File: config.mk
export PLATFORM = sky130hd
export DESIGN_NAME = board_mem_arbiter_flat
export DESIGN_NICKNAME = d
export VERILOG_FILES = /design/src/rtl/board_mem_arbiter_pkg.sv /design/src/rtl/board_mem_arbiter_if.sv /design/src/rtl/board_mem_arbiter_starve_counter.sv /design/src/rtl/board_mem_arbiter.sv /design/src/flat_wrapper.sv
export SDC_FILE = /design/constraint.sdc
export NUM_CORES = 1
export LEC_CHECK = 0
export CORE_MARGIN = 5
export CORE_UTILIZATION = 49
export CTS_BUF_LIST = sky130_fd_sc_hd__clkbuf_4 sky130_fd_sc_hd__clkbuf_8
export DETAILED_ROUTE_END_ITERATION = 8
export PLACE_DENSITY = 0.9
export SYNTH_ARGS = -nofsm -noshare
export SYNTH_HDL_FRONTEND = slang
export SYNTH_SLANG_ARGS = --single-unit
export TNS_END_PERCENT = 30
File: constraint.sdc
create_clock -name clk -period 2 [get_ports clk]
set_input_delay 0.2 -clock clk [delete_from_list [all_inputs] [get_ports clk]]
set_output_delay 0.2 -clock clk [all_outputs]
set_load 0.05 [all_outputs]
File: src/rtl/board_mem_arbiter_pkg.sv
// Shared board geometry and requester identifiers for the board-state RAM arbiter.
package board_pkg;
   localparam int LOG_W      = 6;
   localparam int LOG_H      = 5;
   localparam int AW         = LOG_W + LOG_H;
   localparam int BOARD_SIZE = 1 << AW;

   typedef enum logic [1:0] {
      REQ_DISP = 2'd0,
      REQ_STEP = 2'd1,
      REQ_LOAD = 2'd2
   } req_e;
endpackage

File: src/rtl/board_mem_arbiter_if.sv
// Single-port board RAM bus: the arbiter drives it, the RAM macro answers one cycle later.
interface board_mem_arbiter_if #(
   parameter int AW = 11
);
   logic          en;
   logic          we;
   logic [AW-1:0] addr;
   logic          wdata;
   logic          rdata;

   modport master (output en, output we, output addr, output wdata, input rdata);
   modport slave  (input en, input we, input addr, input wdata, output rdata);
endinterface

File: src/rtl/board_mem_arbiter_starve_counter.sv
// Saturating wait counter for one round-robin requester with a sticky starvation flag.
module starve_counter
   import board_pkg::*;
#(
   parameter int LIMIT = 255
) (
   input  logic clk,
   input  logic rst_n,
   input  logic req,
   input  logic gnt,
   output logic starve
);
   localparam int CW = $clog2(LIMIT + 1);

   logic [CW-1:0] cnt_d, cnt_q;
   logic          starve_d, starve_q;

   always_comb begin
      cnt_d = '0;
      if (req && !gnt) begin
         cnt_d = (cnt_q == CW'(LIMIT)) ? cnt_q : cnt_q + 1'b1;
      end
      // The flag latches on the same edge the counter reaches the limit.
      starve_d = starve_q | (cnt_d == CW'(LIMIT));
   end

   always_ff @(posedge clk or negedge rst_n) begin
      if (!rst_n) begin
         cnt_q    <= '0;
         starve_q <= 1'b0;
      end else begin
         cnt_q    <= cnt_d;
         starve_q <= starve_d;
      end
   end

   assign starve = starve_q;
endmodule

File: src/rtl/board_mem_arbiter.sv
// Board RAM arbiter: DISP has fixed priority, STEP and LOAD share the remaining slots round-robin.
module board_mem_arbiter
   import board_pkg::*;
#(
   parameter int LOG_W        = board_pkg::LOG_W,
   parameter int LOG_H        = board_pkg::LOG_H,
   parameter int STARVE_LIMIT = 255
) (
   input  logic                   clk,
   input  logic                   rst_n,
   input  logic                   disp_req,
   input  logic [LOG_W+LOG_H-1:0] disp_addr,
   input  logic                   step_req,
   input  logic                   step_we,
   input  logic [LOG_W+LOG_H-1:0] step_addr,
   input  logic                   step_wdata,
   input  logic                   load_req,
   input  logic [LOG_W+LOG_H-1:0] load_addr,
   input  logic                   load_wdata,
   output logic                   disp_gnt,
   output logic                   step_gnt,
   output logic                   load_gnt,
   output logic                   rdata,
   output logic                   disp_rvalid,
   output logic                   step_rvalid,
   output logic [1:0]             starve,
   board_mem_arbiter_if.master    mem
);
   localparam int AW = LOG_W + LOG_H;

   req_e          rr_ptr_d, rr_ptr_q;
   logic [AW-1:0] addr_d, addr_q;
   logic          wdata_d, wdata_q;
   logic          disp_rv_d, disp_rv_q;
   logic          step_rv_d, step_rv_q;
   logic          rdata_d, rdata_q;
   logic          en, we;

   // Grants are gated by rst_n so an asserted reset silences the RAM immediately.
   always_comb begin
      disp_gnt = 1'b0;
      step_gnt = 1'b0;
      load_gnt = 1'b0;
      we       = 1'b0;
      rr_ptr_d = rr_ptr_q;
      addr_d   = addr_q;
      wdata_d  = wdata_q;
      if (rst_n) begin
         if (disp_req) begin
            disp_gnt = 1'b1;
            addr_d   = disp_addr;
         end else if (step_req && (!load_req || rr_ptr_q == REQ_STEP)) begin
            step_gnt = 1'b1;
            we       = step_we;
            addr_d   = step_addr;
            wdata_d  = step_we ? step_wdata : wdata_q;
            rr_ptr_d = REQ_LOAD;
         end else if (load_req) begin
            load_gnt = 1'b1;
            we       = 1'b1;
            addr_d   = load_addr;
            wdata_d  = load_wdata;
            rr_ptr_d = REQ_STEP;
         end
      end
      en = disp_gnt | step_gnt | load_gnt;
   end

   // Read tags follow the RAM's one-cycle latency; rdata keeps the last read between reads.
   always_comb begin
      disp_rv_d = disp_gnt;
      step_rv_d = step_gnt & ~step_we;
      rdata_d   = (disp_rv_q | step_rv_q) ? mem.rdata : rdata_q;
   end

   always_ff @(posedge clk or negedge rst_n) begin
      if (!rst_n) begin
         rr_ptr_q  <= REQ_STEP;
         addr_q    <= '0;
         wdata_q   <= 1'b0;
         disp_rv_q <= 1'b0;
         step_rv_q <= 1'b0;
         rdata_q   <= 1'b0;
      end else begin
         rr_ptr_q  <= rr_ptr_d;
         addr_q    <= addr_d;
         wdata_q   <= wdata_d;
         disp_rv_q <= disp_rv_d;
         step_rv_q <= step_rv_d;
         rdata_q   <= rdata_d;
      end
   end

   assign mem.en      = en;
   assign mem.we      = we;
   assign mem.addr    = addr_d;
   assign mem.wdata   = wdata_d;
   assign rdata       = rdata_d;
   assign disp_rvalid = disp_rv_q;
   assign step_rvalid = step_rv_q;

   starve_counter #(.LIMIT(STARVE_LIMIT)) u_step_starve (
      .clk    (clk),
      .rst_n  (rst_n),
      .req    (step_req),
      .gnt    (step_gnt),
      .starve (starve[0])
   );

   starve_counter #(.LIMIT(STARVE_LIMIT)) u_load_starve (
      .clk    (clk),
      .rst_n  (rst_n),
      .req    (load_req),
      .gnt    (load_gnt),
      .starve (starve[1])
   );
endmodule

File: src/flat_wrapper.sv
// flat-port wrapper written by rule: the top's interface ports become plain ports
module board_mem_arbiter_flat import board_pkg::*;
#(
   parameter int LOG_W        = board_pkg::LOG_W,
   parameter int LOG_H        = board_pkg::LOG_H,
   parameter int STARVE_LIMIT = 255
)
  (clk, rst_n, disp_req, disp_addr, step_req, step_we, step_addr, step_wdata, load_req, load_addr, load_wdata, disp_gnt, step_gnt, load_gnt, rdata, disp_rvalid, step_rvalid, starve, mem_en, mem_we, mem_addr, mem_wdata, mem_rdata);
  board_mem_arbiter_if #(.AW((board_pkg::AW))) mem_i ();
  input  logic clk;
  input  logic rst_n;
  input  logic disp_req;
  input  logic [LOG_W+LOG_H-1:0] disp_addr;
  input  logic step_req;
  input  logic step_we;
  input  logic [LOG_W+LOG_H-1:0] step_addr;
  input  logic step_wdata;
  input  logic load_req;
  input  logic [LOG_W+LOG_H-1:0] load_addr;
  input  logic load_wdata;
  output logic disp_gnt;
  output logic step_gnt;
  output logic load_gnt;
  output logic rdata;
  output logic disp_rvalid;
  output logic step_rvalid;
  output logic [1:0] starve;
  output wire logic [$bits(mem_i.en)-1:0] mem_en;
  output wire logic [$bits(mem_i.we)-1:0] mem_we;
  output wire logic [$bits(mem_i.addr)-1:0] mem_addr;
  output wire logic [$bits(mem_i.wdata)-1:0] mem_wdata;
  input wire logic [$bits(mem_i.rdata)-1:0] mem_rdata;
  assign mem_en = mem_i.en;
  assign mem_we = mem_i.we;
  assign mem_addr = mem_i.addr;
  assign mem_wdata = mem_i.wdata;
  assign mem_i.rdata = mem_rdata;
  board_mem_arbiter #(.LOG_W(LOG_W), .LOG_H(LOG_H), .STARVE_LIMIT(STARVE_LIMIT)) u_core (.clk(clk), .rst_n(rst_n), .disp_req(disp_req), .disp_addr(disp_addr), .step_req(step_req), .step_we(step_we), .step_addr(step_addr), .step_wdata(step_wdata), .load_req(load_req), .load_addr(load_addr), .load_wdata(load_wdata), .disp_gnt(disp_gnt), .step_gnt(step_gnt), .load_gnt(load_gnt), .rdata(rdata), .disp_rvalid(disp_rvalid), .step_rvalid(step_rvalid), .starve(starve), .mem(mem_i));
endmodule
==> run metrics, run 1 <==
crit-path max cell delay 0.55 ns; CP dominant cell by count buf_12; Crit path max-delay family compound AO/OA/AOI/OAI gates; Final HPWL DP 5.06 mm; largest net degree at the start of global routing 36; initial antenna violation count 0; Area Growth Syn to Fin 58.5%; GRT Resource Usage Total 26.1%; max cap viols 0; fin crit period 2.17 ns; Post-Route Setup TNS -1.64 ns; Power Total 2230 uW; Root Driver clkbuf_8; Die H 76.2 microns; cells on worst reg2reg path 6; Worst Path Max Fanout 23; H-tree Lvls 2; status finished with violations; Detailed Route WL 7.44 mm; Fmax achieved 0.460 GHz; total CTS buffers 5; initial core utilization 49.9%; yosys warns 0; commonest non-fill, non-tap cell in the layout clkdlybuf4s50_1; critical register-to-register path startpoint u_core.u_load_starve.cnt_q[0]; Final Hold Fails 0; Critical Path Slowest Stage Cell dfstp_2; WP buf/inv 2; Rel. slew slack 65.8%; post-route cell area 3400 sq um; Max Clock Skew 0.00548 ns; Worst Tran Pin Value 0.511 ns; DRC viols 0; wire length per cell 19.8 microns; count of cell types in the netlist 48; # diodes 0; syn_nets 291; antenna-violating nets left 0; DP Area 3190 sq um; final setup vio count 13; Mapped Area 2140 sq um; layout cells sized above 1 23.5%; proportion of synthesized chip area in sequential cells 40.9%; clock-pin slew on the worst setup and hold paths 0.08 ns; pins over their slew limit 0; Port Buffer Count 63; WP data arrival 1.97 ns; nets 367; top_reg_cell synth dfrtp_1; critical path required time 1.80 ns; number of synthesized flops with an enable pin 0; Post-Place Cells 364; global-route wire length before repair 12.2 mm; RR Endpoint u_core.u_load_starve.starve; crit start category flop; Top-Level Pins 64; routed via count 2,340; final worst-path cycle share 109%; CP endpoint mem_addr[4]; PD cells 655 nW/um^2; r2r setup slk 0.12 ns; LEAKAGE 0.00143 uW; Synth async-reset ratio 100%; PnR worst setup slack -0.174 ns; FP Rows 24; RSZ-0062 raised after global routing true; CTS tree done; Gate Count Post-Synth 247; HP Class in2async; DRT Pass-1 Iters 5; Die ar. 5800 sq um; Fill cells 240; Worst Setup SP u_core.rr_ptr_q[0]; vias in the first global route 2,441; violated checks setup timing; crit path kind reg2out; commonest cells after routing, fill and taps aside 44 x clkdlybuf4s50_1, 42 x nor2_1, 34 x dfrtp_1; Non-Filler Instances 376; RD Place Congestion 0.799; CP Capture Type output pin; Core Area 4290 sq um; Overflow after GRT 0; CP Depth 6; Peak VDD IR 0.442 mV; Max Buffers Root-to-Sink 2; worst skew pair latency 0.29 ns; syn avg cell area 8.68 sq um; DR iter-0 viols 243; critical path cell sequence nor2b_4 > o21ai_4 > buf_12 > a211o_1 > a31oi_4 > buf_12; register bit total from synthesis 35; die width 76.2 microns; Via density 6.22; total clock sinks 35
[cell usage after synthesis, types with 5 or more instances]
| library cell | n | area share (%) |
|---|---|---|
| nor2_1 | 43 | 7.5 |
| mux2i_1 | 12 | 5.6 |
| nor3_1 | 5 | 1.2 |
| buf_2 | 8 | 1.9 |
| nand2_1 | 27 | 4.7 |
| a31oi_1 | 17 | 5.0 |
| a21oi_1 | 10 | 2.3 |
| a211o_1 | 11 | 4.5 |
| nand3_1 | 8 | 1.9 |
| dfrtp_1 | 34 | 40 |
| o21ai_0 | 5 | 1.2 |
[metrics by stage]
stage / setup slack (ns) / util [%] / hold WS [ns]
floorplan: -0.0577 / - / -0.0956
global placement: -0.0782 / 74.2 / 0.0393
detailed placement: -0.100 / 74.2 / 0.0391
CTS: -0.148 / 78.7 / 0.307
global route: -0.217 / 79.1 / 0.306
finish: -0.174 / 79.1 / 0.302
[layout make-up]
| cell class | instances | area [sq um] | area share [%] |
|---|---|---|---|
| Tap cell | 52 | 65.1 | 1.91 |
| Inverter | 4 | 15.0 | 0.442 |
| Sequential cell | 35 | 877 | 25.8 |
| Multi-Input combinational cell | 191 | 1360 | 40.0 |
| Clock buffer | 7 | 83.8 | 2.47 |
| Timing Repair Buffer | 86 | 992 | 29.2 |
| Clock inverter | 1 | 5.00 | 0.147 |
[power breakdown]
group	leakage, uW	internal (uW)	switching [uW]	total [uW]
Clock	0.0000491	272	278	550
Sequential	0.000444	768	52.8	821
Combinational	0.000940	401	453	855
[how the worst min path moves through the flow]
stage	startpoint	end	slack [ns]	cells after the start
after floorplan	rst_n	u_core.addr_q[0]	-0.1	0
after global placement	rst_n	u_core.rr_ptr_q[1]	0.04	1
after detailed placement	rst_n	u_core.rr_ptr_q[1]	0.04	1
after CTS	rst_n	u_core.rr_ptr_q[1]	0.31	2
after global routing	rst_n	u_core.rr_ptr_q[1]	0.31	2
final	rst_n	u_core.rr_ptr_q[1]	0.30	2
[registers in the layout (all words and copies together) (netlist names)]
signal                       count
u_core.addr_q                   11
u_core.disp_rvalid               1
u_core.rdata_q                   1
u_core.rr_ptr_q                  2
u_core.step_rvalid               1
u_core.u_load_starve.cnt_q       8
u_core.u_load_starve.starve      1
u_core.u_step_starve.cnt_q       8
u_core.u_step_starve.starve      1
u_core.wdata_q                   1
[metal layers]
metal  vias to the layer above  global-route usage (%)  wire (microns)
li1                       1047                       -               -
met1                      1121                    27.0            2600
met2                       138                    47.5            3900
met3                        34                    7.68             578
met4                         0                    12.9             361
met5                         -                       0               0
[cells by family after synthesis]
logic type	after synthesis	synth area share, %
mux	13	6.13
xor+xnor	5	2.04
fa+ha+maj	2	1.17
simple gates	109	23.8
flops	35	40.9
compound gates	62	20.6
buf+inv	21	5.37
[repair_timing]
action	CTS	global route
gates resized for setup	13	4
cloned	0	0
endpoints found under the setup margin	14	15
hold endpoints to repair	10	0
pin swaps	3	10
hold buffers	1	0
setup buffers	2	1
(Power assumes the default switching activity.)
==> run 2, diff against run 1 <==
Settings changed: CELL_PAD_IN_SITES_DETAIL_PLACEMENT from default to 2, CELL_PAD_IN_SITES_GLOBAL_PLACEMENT from default to 2, CORE_UTILIZATION 49 to 29, SYNTH_HIERARCHICAL from default to 1.
==> run 2 against run 1 <==
Compared with the run above:
- the flow still finishes with violations (setup timing)
- worst hold slack worse by 0.30 ns
- count of clock-buffer cells in the layout is 1 higher
- combinational power is 16% higher
- first-iteration DRC count is 51% lower
- clock skew is 0.012 ns higher
- via count is 6.1% lower
- die area is 51% higher
- area after synthesis is 5.3% lower
- utilization is 29 points lower
- global-route usage is 0.38 points lower
- fmax is 4.4% lower
- largest power group unchanged
==> run metrics, run 2 <==
status finished with violations; violated checks setup timing; P_sw 927 uW; Mapped Area 2030 sq um; Root Driver clkbuf_8; worst skew pair latency 0.31 ns; syn_nets 250; synth cell count leaders 34 x dfrtp_1, 22 x nor2_1, 16 x mux2i_1; Gate Count Post-Synth 206; fin crit period 2.28 ns; H-tree Lvls 2; Internal 1550 uW; Worst Tran Pin Value 0.780 ns; largest net degree at the start of global routing 29; crit path kind reg2out; WP data arrival 2.08 ns; top cell type's share of synthesized area 41.9%; FP Rows 30; Yosys top cell by area dfrtp_1; DRT Pass-1 Iters 4; GRT Resource Usage Total 25.8%; initial antenna violation count 0; syn avg cell area 9.86 sq um; RSZ-0062 raised after global routing true; layout cells sized above 1 37.6%; DRC viols 0; Max Clock Skew 0.0173 ns; Area Growth Syn to Fin 66.4%; register bit total from synthesis 35; Peak VDD IR 0.329 mV; most common cell in the synthesized netlist dfrtp_1; crit start category flop; RD Place Congestion 0.795; Largest Register u_core/addr_q; cells on worst reg2reg path 8; Overflow after GRT 0; LEAKAGE 0.00138 uW; clock share of power 26.0%; pins over their slew limit 0; wire length per cell 32.0 microns; PD cells 733 nW/um^2; Die H 93.7 microns; final setup vio count 17; Die ar. 8780 sq um; Synth async-reset ratio 100%; total CTS buffers 5; Largest register FFs 11; DR iter-0 viols 120; Fmax achieved 0.439 GHz; Via density 5.69; global-route wire length before repair 16.4 mm; Core Area 6790 sq um; count of cell types in the netlist 39; antenna-violating nets left 0; max cap viols 0; HP Class in2async; Detailed Route WL 12.4 mm; number of synthesized flops with an enable pin 0; Final Hold Fails 0; CP Capture Type output pin; combinational share of power 40.1%; proportion of synthesized chip area in sequential cells 43.2%; routed via count 2,197; # diodes 0; Place WS -0.242 ns; Port Buffer Count 63; Seq pwr share 33.9%; Top-Level Pins 64; Worst Path Max Fanout 8; top_reg_cell synth dfrtp_1; yosys warns 6; ranking of synthesized cells by area dfrtp_1 42%, mux2i_1 7.9%, mux2_2 6.7%; die width 93.7 microns; Power Total 2480 uW; Rel. slew slack 47.8%; critical path required time 1.80 ns; switching share of power 37.4%; Final HPWL DP 6.39 mm; vias in the first global route 2,465; nets 333; total clock sinks 35; initial core utilization 29.9%; commonest non-fill, non-tap cell in the layout clkdlybuf4s50_1; final worst-path cycle share 114%; CTS tree done; commonest cells after routing, fill and taps aside 44 x clkdlybuf4s50_1, 32 x dfrtp_1, 21 x nor2_1; clock-pin slew on the worst setup and hold paths 0.08 ns; largest registers u_core/addr_q: 11 flops, u_core/u_load_starve/cnt_q: 8 flops, u_core/u_step_starve/cnt_q: 8 flops; Max Buffers Root-to-Sink 2; PnR worst setup slack -0.276 ns
## run 2: cell type report
class                   instances  area, sq um
clock buffers                   8          104
fillers                       659         3410
inverters                       3         11.3
multi-input cells             158         1270
flip-flops and latches         35          880
well taps                      96          120
repair buffers                 86          993
## run 2: worst max-delay path, stage by stage (launching register included)
cell,delay [ns]
dfrtp_1,0.40
and2b_2,0.27
o21ai_4,0.28
buf_8,0.21
mux2i_1,0.29
nor2_1,0.14
buf_12,0.17
## run 2: logic make-up after synthesis
logic type                 count (synthesis)  synth area share [%]
and+or+nand+nor                           80                  20.9
AOI/OAI and AO/OA                         43                  13.6
DFF                                       35                  43.2
muxes                                     29                  15.3
buffers and inverters                     13                  4.07
xor gates and xnor gates                   4                  1.73
adders and majority gates                  2                  1.23
## run 2: power groups by stage
stage	logic, uW	clock network, uW	registers [uW]
global placement	732	0	820
CTS	886	634	819
global route	1020	682	843
floorplan	380	0	821
detailed placement	780	0	830
finish	994	644	839
## run 2: path summary, 6_finish.rpt
path / startpoint / to / slack [ns]
setup / recovery: u_core/rr_ptr_q[1] / mem_we / -0.28
hold / removal: rst_n / u_core/addr_q[7] / 0.006
setup reg to reg: u_core/rr_ptr_q[1] / u_core/u_step_starve/starve / -0.05
hold reg to reg: u_core/u_step_starve/starve / u_core/u_step_starve/starve / 0.50
max in group asynchronous: rst_n / u_core/u_load_starve/cnt_q[0] / 0.70
min in group clk: rst_n / u_core/disp_rvalid / 0.46
## run 2: through the flow
| stage | util [%] | TNS [ns] | hold slack (ns) | instance area (sq um) | std cells |
|---|---|---|---|---|---|
| after floorplan | - | -0.539 | -0.0956 | 2050 | 206 |
| after global placement | 44.1 | -0.259 | 0.232 | 3000 | 371 |
| after detailed placement | 44.1 | -3.56 | 0.265 | 3000 | 371 |
| after CTS | 47.7 | -1.88 | 0.00107 | 3240 | 383 |
| after global routing | 49.7 | -4.07 | 0.0140 | 3380 | 386 |
| final | 49.7 | -3.06 | 0.00614 | 3380 | 386 |
## run 2: what timing repair did
item | in CTS | in global routing
cloned | 0 | 0
pin swaps | 3 | 1
hold buffers | 1 | 1
gates resized for setup | 30 | 25
endpoints found under the setup margin | 14 | 20
endpoints found under the hold margin | 15 | 1
buffers inserted | 3 | 3
## run 2: metal layers
layer | GRT usage [%] | wire length [microns]
met5 | 0 | 0
met4 | 8.30 | 564
met3 | 6.49 | 861
met2 | 45.4 | 6030
met1 | 30.5 | 4900
==> patch 1 (config.mk and constraints of run 2) <==
The 3 values of `req_e` get a one-hot encoding in 3 bits.
--- a/src/rtl/board_mem_arbiter_pkg.sv
+++ b/src/rtl/board_mem_arbiter_pkg.sv
@@ -7,6 +7,6 @@
 
-   typedef enum logic [1:0] {
-      REQ_DISP = 2'd0,
-      REQ_STEP = 2'd1,
-      REQ_LOAD = 2'd2
+   typedef enum logic [2:0] {
+      REQ_DISP = 3'b001,
+      REQ_STEP = 3'b010,
+      REQ_LOAD = 3'b100
    } req_e;
Check against the original RTL: same outputs for any inputs over 10 cycles, from zero or initial values and one cycle with rst_n low; not proved beyond that.
==> patch 1 against run 2 <==
  * Synthesized area up 0.99%
  * Wire length is 15% lower
  * Largest cell class unchanged
  * Power fell by 5.9%
  * Setup slack gained 0.069 ns
  * Sequential cell count unchanged
  * Count of clock-buffer cells in the layout down 1
  * Core utilization decreased by 1.5 points
  * The run still ends with setup timing left
  * Final area down 2.4%
==> patch 1: results (changes against run 2) <==
Route
  • Via density: 5.43 (-4.6%)
  • 1st-iter DRT viols: 56 (-53%)
  • Total number of vias: 2,133 (-2.9%)

Yosys
  • Post-synthesis sequential area ratio: 42.8% (-0.42 points)
  • Post-synth top area share: 41.5% (-0.41 points)
  • Synthesized net count: 254 (+1.6%)
  • Synth area leaders: dfrtp_1, mux2i_1, mux2_2, nor2_1, nor2b_1
  • Post-synth cell types: 37 (-5.1%)

Placement
  • HPWL after detailed placement: 6.04 mm (-5.6%)
  • Cell Area, Placed: 0.00299 mm² (-0.17%)

STA
  • Worst Skew: 0.0124 ns (-0.00485 ns)
  • Slew headroom: 65.8% (+18 points)
  • Final setup vio count: 15 (-2)
  • Setup ws final: -0.206 ns (+0.0692 ns)

Power
  • Lkg Pwr: 0.00141 µW (+2.0%)
  • Sw power: 858 µW (-7.4%)
  • Peak VDD IR: 0.339 mV (+3.1%)

Critical path
  • Crit-path slowest cell: dfstp_2
  • WP data arrival: 2.01 ns (-0.07 ns)
  • Launch point of the worst path: u_core/rr_ptr_q[1]$_DFFE_PN1P_

Status
  • Violated checks: setup timing
  • Status: complete, but fails checks

Global route
  • Vias in the first global route: 2,540 (+3.0%)
  • Gr usage total: 24.2% (-1.6 points)

Final layout
  • Share of cells above drive strength 1: 31.3% (-6.3 points)
==> patch 1: final timing paths <==
path	slack, ns	cells past startpoint	to
min reg2reg	0.52	1	u_core/u_load_starve/starve$_DFF_PN0_
max	-0.21	6	mem_wdata
min in group clk	0.52	1	u_core/u_load_starve/starve$_DFF_PN0_
max in group asynchronous	1.13	3	u_core/u_step_starve/cnt_q[4]$_DFF_PN0_
max reg2reg	-0.10	8	u_core/u_step_starve/starve$_DFF_PN0_
min	0.04	2	u_core/step_rvalid$_DFF_PN0_
==> patch 1: layer usage <==
layer	GRT usage (%)	routed length (µm)	vias to the layer above
li1	-	-	926
met1	26.9	4030	1090
met2	43.5	5530	91
met3	6.73	658	26
met4	9.03	294	0
met5	0	0	-
==> patch 1: timing repair <==
action                                 in CTS  in global routing
buffers inserted                            5                  2
pin swaps                                   5                  5
hold buffers                                2                  0
resized for setup                          24                  9
setup endpoints to repair                  13                 20
endpoints found under the hold margin      10                  0
cloned                                      1                  0
==> patch 1: power by group through the flow <==
stage                     clock, µW  combinational [µW]  sequential, µW
after CTS                       559                 877             822
final                           574                 924             833
after global placement            0                 733             817
after global routing            625                 960             838
after detailed placement          0                 767             827
after floorplan                   0                 381             819
==> patch 1: worst max-delay path: cells and delay by family, from the launching register on <==
kind / cells / cell delay, ns
DFF: 1 / 0.56
and+or+nand+nor: 3 / 0.72
AOI/OAI and AO/OA: 1 / 0.09
buffers and inverters: 2 / 0.33
==> patch 1: layout make-up <==
type | instances | area (µm²)
Sequential cell | 35 | 877
Inverter | 3 | 11.3
Clock buffer | 7 | 83.8
Fill cell | 700 | 3530
Timing Repair Buffer | 91 | 1040
Multi-Input combinational cell | 160 | 1160
Clock inverter | 1 | 5.00
Tap cell | 96 | 120
==> patch 1: metrics by stage <==
step / worst slack [ns] / utilization (%) / setup TNS, ns / hold WS, ns / total power [µW]
after floorplan: -0.202 / - / -0.631 / -0.0956 / 1200
after global placement: -0.0353 / 43.8 / -0.127 / 0.0491 / 1550
after detailed placement: -0.159 / 43.8 / -0.869 / 0.0559 / 1590
after CTS: -0.143 / 47.5 / -0.586 / 0.0353 / 2260
after global routing: -0.243 / 48.3 / -2.47 / 0.0459 / 2420
final: -0.206 / 48.3 / -1.63 / 0.0410 / 2330
==> patch 1: cells by family (layout without fill, tap and decap cells) <==
logic type	after synthesis	after routing	share of synthesized area, %
muxes	29	29	14.9
and+or+nand+nor	83	83	21.3
AOI/OAI and AO/OA	42	42	12.7
xor gates and xnor gates	4	4	1.71
DFF	35	35	42.8
buffers and inverters	15	102	5.37
adders and majority gates	2	2	1.22
==> patch 2 (settings of run 2) <==
Made on the original files. `STARVE_LIMIT` is set to 255 in 2 places; all go to 510.
--- a/src/rtl/board_mem_arbiter.sv
+++ b/src/rtl/board_mem_arbiter.sv
@@ -6,3 +6,3 @@
    parameter int LOG_H        = board_pkg::LOG_H,
-   parameter int STARVE_LIMIT = 255
+   parameter int STARVE_LIMIT = 510
 ) (
--- a/src/flat_wrapper.sv
+++ b/src/flat_wrapper.sv
@@ -5,3 +5,3 @@
    parameter int LOG_H        = board_pkg::LOG_H,
-   parameter int STARVE_LIMIT = 255
+   parameter int STARVE_LIMIT = 510
 )
Function: same outputs for any inputs over 10 cycles, from zero or initial values and one cycle with rst_n low; that may be too few to reach the edited logic, so the function may still have changed.
==> patch 2 against run 2 <==
  * The flow still finishes with violations (setup timing)
  * Via count increased by 9.7%
  * Setup slack lost 0.090 ns
  * Wire length rose by 2.7%
  * Count of clock-buffer cells in the layout unchanged
  * Core utilization down 1.4 points
  * Power is 0.33% higher
  * Register-to-register slack got worse by 0.14 ns
  * Synthesized area rose by 16%
  * First-iteration DRC count grew 34%
  * Hold slack gained 0.068 ns
  * Final area up 12%
  * Final cell count grew 11%
  * Sequential cell count rose by 2
  * Critical endpoint is now mem_addr[7]
==> patch 2: results (changes against run 2) <==
Yosys
  • Post-synth cell types: 46 (+18%)
  • Post-synthesis sequential area ratio: 39.4% (-3.8 points)
  • Synth top cells by count: dfrtp_1, mux2i_1, nor2_1, nor2b_1
  • Mean Syn Cell Area: 10.1 µm² (+2.0%)
  • Synthesized net count: 280 (+12%)
  • Synth area leaders: dfrtp_1, mux2i_1, mux2_2, nor2b_1, buf_6

Placement
  • HPWL after detailed placement: 7.41 mm (+16%)
  • Cells after DPL: 414 (+12%)
  • RePlAce Congestion: 0.787 (-1.0%)

Route
  • Avg WL per Cell: 29.5 µm (-7.8%)
  • Wl on met1: 5.31 mm (+8.3%)
  • Met2 WL: 6.40 mm (+6.2%)
  • Total number of vias: 2,410 (+9.7%)

Critical path
  • Crit path max fanout: 6 (-2)
  • R2R Path End: u_core/u_load_starve/starve$_DFF_PN0_
  • Crit path largest cell delay: 0.59 ns (+0.19 ns)
  • Critical path capture point: mem_addr[7]
  • Flop2flop setup slack: -0.19 ns (-0.14 ns)
  • Crit-path slowest cell: dfstp_2
  • Reg2reg start: u_core/rr_ptr_q[0]$_DFFE_PN1P_

Final layout
  • Signal buffers: 100 (+16%)
  • Cell Count, Final, Fillers Out: 430 (+11%)
  • Biggest regs: u_core/addr_q x11, u_core/u_load_starve/cnt_q x9, u_core/u_step_starve/cnt_q x9
  • Share of cells above drive strength 1: 39.9% (+2.4 points)
  • Fillers: 785 (+19%)
  • Post-layout nets: 373 (+12%)
  • Clock-cell share of area: 2.58% (-0.49 points)
  • Finished Core Util: 48.4% (-1.4 points)

STA
  • Final setup vio count: 17 (unchanged)
  • Setup ws final: -0.366 ns (-0.0902 ns)
  • WHS: 0.0739 ns (+0.0678 ns)
  • Worst-margin pin slew: 0.524 ns (-0.256 ns)

Power
  • Lkg Pwr: 0.00160 µW (+16%)
  • PD cells: 658 mW/mm² (-10%)

Status
  • Violated checks: setup timing
  • Status: complete, but fails checks

Global route
  • GRT met1 Usage: 30.3% (-0.19 points)
  • Met3 Use GR: 3.82% (-2.7 points)
-- patch 2: cell types whose count changed after synthesis, sizes merged, moves of 4 or more --
cell	before	now
nand3	5	11
buf	8	12
nand2b	3	7
nor2	22	16
-- patch 2: cells by family (layout without fill, tap and decap cells) --
kind of cell / after synthesis / in the layout / synth area share, %
buffers and inverters: 21 / 115 / 5.63
AOI/OAI and AO/OA: 49 / 49 / 15.7
xor gates and xnor gates: 4 / 4 / 1.49
DFF: 37 / 37 / 39.4
adders and majority gates: 4 / 4 / 2.13
and+or+nand+nor: 88 / 88 / 21.6
muxes: 31 / 31 / 14.0
-- patch 2: worst reg2reg max path, stage by stage, from the launching register on --
cell and delay [ns]:
dfstp_2 0.59, and2b_2 0.22, o21ai_4 0.09, buf_4 0.15
nor2b_4 0.14, nand2b_2 0.26, nor4b_1 0.42, a41o_1 0.26
-- patch 2: power breakdown --
group / switching (µW) / leakage, µW / internal, µW
clock: 303 / 0.0000523 / 309
sequential: 54.9 / 0.000483 / 810
combinational: 539 / 0.00107 / 469
